File: config.mk
export PLATFORM = sky130hd
export DESIGN_NAME = rram_cmd_sequencer
export DESIGN_NICKNAME = d
export VERILOG_FILES = /design/src/rtl/rram_cmd_sequencer.sv
export SDC_FILE = /design/constraint.sdc
export NUM_CORES = 1
export LEC_CHECK = 0
export CAP_MARGIN = 25
export CORE_ASPECT_RATIO = 1.1
export CORE_MARGIN = 5
export CORE_UTILIZATION = 41
export DETAILED_ROUTE_END_ITERATION = 10
export PLACE_DENSITY = 0.76
export SLEW_MARGIN = 40
export SYNTH_ARGS = -nofsm -noshare
export SYNTH_HDL_FRONTEND = slang
export SYNTH_SLANG_ARGS = --single-unit
File: constraint.sdc
create_clock -name CLK -period 2.2 [get_ports CLK]
set_input_delay 0.55 -clock CLK [delete_from_list [all_inputs] [get_ports CLK]]
set_output_delay 0.55 -clock CLK [all_outputs]
set_load 0.05 [all_outputs]
File: src/rtl/rram_cmd_sequencer.sv
// Host-side PROGRAM/COMPUTE sequencer for rram_core: drives strobes, snapshots ADC codes, streams result beats.
// Optional feature macro: RRAM_SEQ_SUM_EN (registered sum of all snapshot codes on res_sum).
module rram_cmd_sequencer #(
  parameter int NUM_ADCS    = 32,
  parameter int ADC_W       = 4,
  parameter int ADDR_W      = 10,
  parameter int DATA_W      = 32,
  parameter int BEAT_ADCS   = 8,
  parameter int PULSE_CYC   = 1,
  parameter int TIMEOUT_CYC = 255
) (
  input  logic                                    CLK,
  input  logic                                    RESET,
  input  logic                                    cmd_valid,
  output logic                                    cmd_ready,
  input  logic                                    cmd_op,
  input  logic [ADDR_W-1:0]                       cmd_addr,
  input  logic [DATA_W-1:0]                       cmd_wl,
  input  logic [DATA_W-1:0]                       cmd_bl,
  input  logic [3:0]                              cmd_adcsel,
  output logic                                    WR_WL,
  output logic                                    WR_BL,
  output logic                                    WE,
  output logic                                    RE,
  output logic [DATA_W-1:0]                       DATAIN,
  output logic [ADDR_W-1:0]                       ADDR,
  output logic [3:0]                              ADCSEL,
  output logic                                    valid_i,
  output logic                                    ready_i,
  input  logic                                    ready_o,
  input  logic                                    valid_o,
  input  logic [NUM_ADCS*ADC_W-1:0]               ADCout,
  output logic                                    res_valid,
  input  logic                                    res_ready,
  output logic [BEAT_ADCS*ADC_W-1:0]              res_data,
  output logic                                    res_last,
  output logic [ADC_W+$clog2(NUM_ADCS+1)-1:0]     res_sum,
  output logic                                    err_timeout
);
  localparam int NBEATS  = NUM_ADCS / BEAT_ADCS;
  localparam int BEAT_DW = BEAT_ADCS * ADC_W;
  localparam int SUM_W   = ADC_W + $clog2(NUM_ADCS + 1);
  localparam int BEAT_W  = (NBEATS > 1) ? $clog2(NBEATS) : 1;
  localparam int PC_W    = (PULSE_CYC > 1) ? $clog2(PULSE_CYC) : 1;
  localparam int TO_W    = (TIMEOUT_CYC > 1) ? $clog2(TIMEOUT_CYC) : 1;

  typedef enum logic [3:0] {
    S_IDLE, S_WL, S_G1, S_BL, S_G2, S_WEP, S_RD, S_WAIT, S_OUT
  } state_t;

  state_t                      state_q, state_d;
  logic                        op_q, op_d;
  logic [ADDR_W-1:0]           addr_q, addr_d;
  logic [DATA_W-1:0]           wl_q, wl_d, bl_q, bl_d;
  logic [3:0]                  adcsel_q, adcsel_d;
  logic [PC_W-1:0]             pcnt_q, pcnt_d;
  logic [TO_W-1:0]             tcnt_q, tcnt_d;
  logic [BEAT_W-1:0]           beat_q, beat_d;
  logic [NUM_ADCS*ADC_W-1:0]   snap_q, snap_d;
  logic                        err_q, err_d;
  logic                        cap;
  logic                        pulse_done;

  assign cmd_ready  = (state_q == S_IDLE) & ready_o & ~RESET;
  assign pulse_done = (pcnt_q == PC_W'(PULSE_CYC - 1));

  always_comb begin
    state_d  = state_q;
    op_d     = op_q;
    addr_d   = addr_q;
    wl_d     = wl_q;
    bl_d     = bl_q;
    adcsel_d = adcsel_q;
    pcnt_d   = pcnt_q;
    tcnt_d   = tcnt_q;
    beat_d   = beat_q;
    snap_d   = snap_q;
    err_d    = err_q;
    cap      = 1'b0;
    case (state_q)
      S_IDLE: if (cmd_valid && cmd_ready) begin
        op_d     = cmd_op;
        addr_d   = cmd_addr;
        wl_d     = cmd_wl;
        bl_d     = cmd_bl;
        adcsel_d = cmd_adcsel;
        pcnt_d   = '0;
        state_d  = S_WL;
      end
      S_WL:  if (pulse_done) begin pcnt_d = '0; state_d = S_G1; end else pcnt_d = pcnt_q + 1'b1;
      S_G1:  state_d = op_q ? S_RD : S_BL;
      S_BL:  if (pulse_done) begin pcnt_d = '0; state_d = S_G2; end else pcnt_d = pcnt_q + 1'b1;
      S_G2:  state_d = S_WEP;
      S_WEP: if (pulse_done) begin pcnt_d = '0; state_d = S_IDLE; end else pcnt_d = pcnt_q + 1'b1;
      S_RD: begin
        // A result already valid while RE first rises is taken without waiting.
        tcnt_d = '0;
        if (valid_o) cap = 1'b1;
        else         state_d = S_WAIT;
      end
      S_WAIT: begin
        if (valid_o) cap = 1'b1;
        else if (tcnt_q == TO_W'(TIMEOUT_CYC - 1)) begin
          err_d   = 1'b1;
          state_d = S_IDLE;
        end else tcnt_d = tcnt_q + 1'b1;
      end
      S_OUT: if (res_ready) begin
        if (beat_q == BEAT_W'(NBEATS - 1)) state_d = S_IDLE;
        else                               beat_d  = beat_q + 1'b1;
      end
      default: state_d = S_IDLE;
    endcase
    if (cap) begin
      snap_d  = ADCout;
      beat_d  = '0;
      state_d = S_OUT;
    end
  end

  always_ff @(posedge CLK) begin
    if (RESET) begin
      state_q  <= S_IDLE;
      op_q     <= 1'b0;
      addr_q   <= '0;
      wl_q     <= '0;
      bl_q     <= '0;
      adcsel_q <= '0;
      pcnt_q   <= '0;
      tcnt_q   <= '0;
      beat_q   <= '0;
      snap_q   <= '0;
      err_q    <= 1'b0;
    end else begin
      state_q  <= state_d;
      op_q     <= op_d;
      addr_q   <= addr_d;
      wl_q     <= wl_d;
      bl_q     <= bl_d;
      adcsel_q <= adcsel_d;
      pcnt_q   <= pcnt_d;
      tcnt_q   <= tcnt_d;
      beat_q   <= beat_d;
      snap_q   <= snap_d;
      err_q    <= err_d;
    end
  end

  assign WR_WL       = (state_q == S_WL);
  assign WR_BL       = (state_q == S_BL);
  assign WE          = (state_q == S_WEP);
  assign RE          = (state_q == S_RD) | (state_q == S_WAIT);
  assign ready_i     = (state_q == S_WAIT);
  assign valid_i     = (state_q != S_IDLE) & (state_q != S_OUT);
  assign DATAIN      = WR_WL ? wl_q : (WR_BL ? bl_q : '0);
  assign ADDR        = addr_q;
  assign ADCSEL      = adcsel_q;
  assign res_valid   = (state_q == S_OUT);
  assign res_data    = res_valid ? snap_q[32'(beat_q)*BEAT_DW +: BEAT_DW] : '0;
  assign res_last    = res_valid & (beat_q == BEAT_W'(NBEATS - 1));
  assign err_timeout = err_q;

`ifdef RRAM_SEQ_SUM_EN
  logic [SUM_W-1:0] sum_q, sum_d, adc_sum;

  always_comb begin
    adc_sum = '0;
    for (int k = 0; k < NUM_ADCS; k++) adc_sum = adc_sum + SUM_W'(ADCout[k*ADC_W +: ADC_W]);
  end

  assign sum_d = cap ? adc_sum : sum_q;

  always_ff @(posedge CLK) begin
    if (RESET) sum_q <= '0;
    else       sum_q <= sum_d;
  end

  assign res_sum = res_valid ? sum_q : '0;
`else
  assign res_sum = '0;
`endif
endmodule

==> reports/qor.yml <==
layout_min_cycle_time_ps: 2510
grt_max_degree: 126
via_per_inst: 5.24
seq_area_um2: 4460
finalNetCount: 1637
ios: 311
utilization_pct: 67.3
postLayoutSetupSlackWorst_ps: -313
status: "finished, violations left"
worst_ep_required_time_ps: 1650
area_delta_synth_final_pct: 61.3
synthDistinctLibCells: 43
ys_top_cells_by_area: "dfxtp_1 48%, nand2_1 17%, a21oi_1 12%, mux4_2 7.8%, a22o_1 3.0%"
timing.hold.ws_ps: 452
async_flop_share_pct: 0
violations: "setup timing"
final_cells: 1731
netlist_instances: 1130
cts-root-buf: "clkbuf_16"
grt_pass1_wl_mm: 48.9
rows: 57
crit_path_frequent_cell: "buf_12"
synth_top_area_cell: "dfxtp_1"
design_area_um2: 14900
setup-tns-final_ps: -12170
wl_per_cell_um: 18.0
grt_remaining_overflow: 0
dp_slack_ps: 53.6
drtIter0Drc: 549
clk_pin_slew_worst_paths_ps: 60
core_um2: 22200
synth_common_cells: "425 x nand2_1, 222 x dfxtp_1, 218 x a21oi_1"
seq_area_frac_synth_pct: 48.1
htree_num_levels: 1
start_util_pct: 41.7
clock_path_buffers: 3
dp_cells: 1668
power_mw: 9.36
cts.sinks: 222
drive_above_1_share_pct: 20.0
drv_slew: 0
synth_enable_flop_cells: 0
multi_input_comb_area_um2: 4810
slew_headroom_pct: 54.1
drt-pass1-iter-count: 4
yosysWarnings: 0
max_freq_mhz: 398
hold_viol: 0
gp_congestion: 0.864
grt_use_total_pct: 23.2
ys_ff_latch: 222
rsz0062_at_grt: "true"
irDropWorstVdd_mv: 0.528
finalClockSkew_ps: 8.64
drc: 0
critPathSlowestCell: "mux4_2"
port_buffers: 300
setup_viol: 69
cpPeakStageDelay_ps: 550
numCtsBuffers: 23
first_global_vias: 9138
synth_top_area_share_pct: 48.1
dp_hpwl_mm: 19.6
synth_most_common_cell: "nand2_1"
tritoncts: "yes"
synth_flop_cell: "dfxtp_1"
antenna_cells: 0
power_leakage_nw: 5.44
drtAntennaViolNets: 0
drv_cap: 0
whs_path_depth: 2
die_w_um: 153
critPathKind: "reg -> out"
end_kind: "output port"
place_area_um2: 13500
arrival_ps: 1960
timing.final.crit_share_pct: 114
mappedNetlistArea_um2: 9250
cp_max_fo: 10
die_h_um: 168
wirelength_mm: 31.1
clk_latency_ps: 500
cp-start-kind: "flip-flop"
hold_path.class: "reg -> reg"
tightestPinTransition_ps: 688
power.density_nw_per_um2: 627
r2r_cells: 6
crit_chain: "buf_12, mux4_2, and2_4, buf_12"
fill_cells: 1689
avgSynthCellArea_um2: 8.18
fp.dieArea_um2: 25700
num_vias: 9071
antenna_found_initial: 0
cell usage in the layout, fill, tap and decap left out, types with 5 or more instances in the layout:
cell type,n
dfxtp_4,5
nand2_1,423
buf_12,94
clkdlybuf4s50_1,211
clkbuf_8,7
mux4_2,32
a21oi_1,218
clkbuf_16,23
dlygate4sd2_1,12
dfxtp_1,216
and2_4,33
a22o_4,31
buf_6,11
conb_1,10
nand3_1,5
buf_4,21
nor2_1,5
o21ai_0,6
clkinv_2,5
metal layers:
metal | routed length (um) | part of all wire (%) | global-route usage (%) | vias to the layer above
met5 | 0 | 0 | 0 | -
met4 | 931 | 3.0 | 8.14 | 0
met3 | 3300 | 11 | 7.49 | 59
met2 | 15300 | 49 | 40.4 | 405
met1 | 11600 | 37 | 26.9 | 4258
li1 | - | - | - | 4349
critical path: cells and delay by family, from the launching register on:
kind / cells / cell delay, ps
multiplexers: 1 / 550
flip-flops: 1 / 420
buffers and inverters: 2 / 310
AND/OR/NAND/NOR: 1 / 190
power breakdown:
| part | leakage (nW) | switching, mW | internal, mW |
|---|---|---|---|
| clock | 0.358 | 1.55 | 2.15 |
| combinational | 3.29 | 0.713 | 0.757 |
| sequential | 1.80 | 0.0814 | 4.11 |
| total | 5.44 | 2.34 | 7.02 |
path summary, 6_finish.rpt:
path | start | to | slack [ps]
setup / recovery | beat_q[0] | res_data[30] | -310
hold reg to reg | snap_q[87] | snap_q[87] | 450
setup reg to reg | state_q[2] | bl_q[12] | 260
hold / removal | snap_q[87] | snap_q[87] | 450
kinds of logic after synthesis:
| logic type | synth area share (%) |
|---|---|
| other | 0.0406 |
| multiplexers | 8.01 |
| AND/OR/NAND/NOR | 22.2 |
| XOR/XNOR | 0.0947 |
| adder cells (fa/ha/maj) | 0.406 |
| buffers and inverters | 5.25 |
| AO/OA/AOI/OAI | 16.0 |
| flip-flops | 48.1 |
final cells by class:
cell class                 instances  area share [%]
inverter                           7           0.193
clock buffer                      34            4.60
sequential                       222            29.9
tap                              295            2.47
clock inverter                     6           0.218
multi-input combinational        810            32.2
timing repair buffer             357            30.4
flip-flops by register name, indices dropped and copies added (netlist names), 2 cells and up:
signal and cells:
beat_q 2, state_q 4, ADDR 10, wl_q 32, ADCSEL 4, snap_q 128, bl_q 32, tcnt_q 8
timing repair:
item,4_1_cts,5_1_grt
resized for setup,107,28
pin swaps,37,19
gates cloned,11,0
buffers inserted,18,3
endpoints found under the setup margin,85,74
hold buffers,0,0
Note: power is estimated with default switching activity, not from simulation.
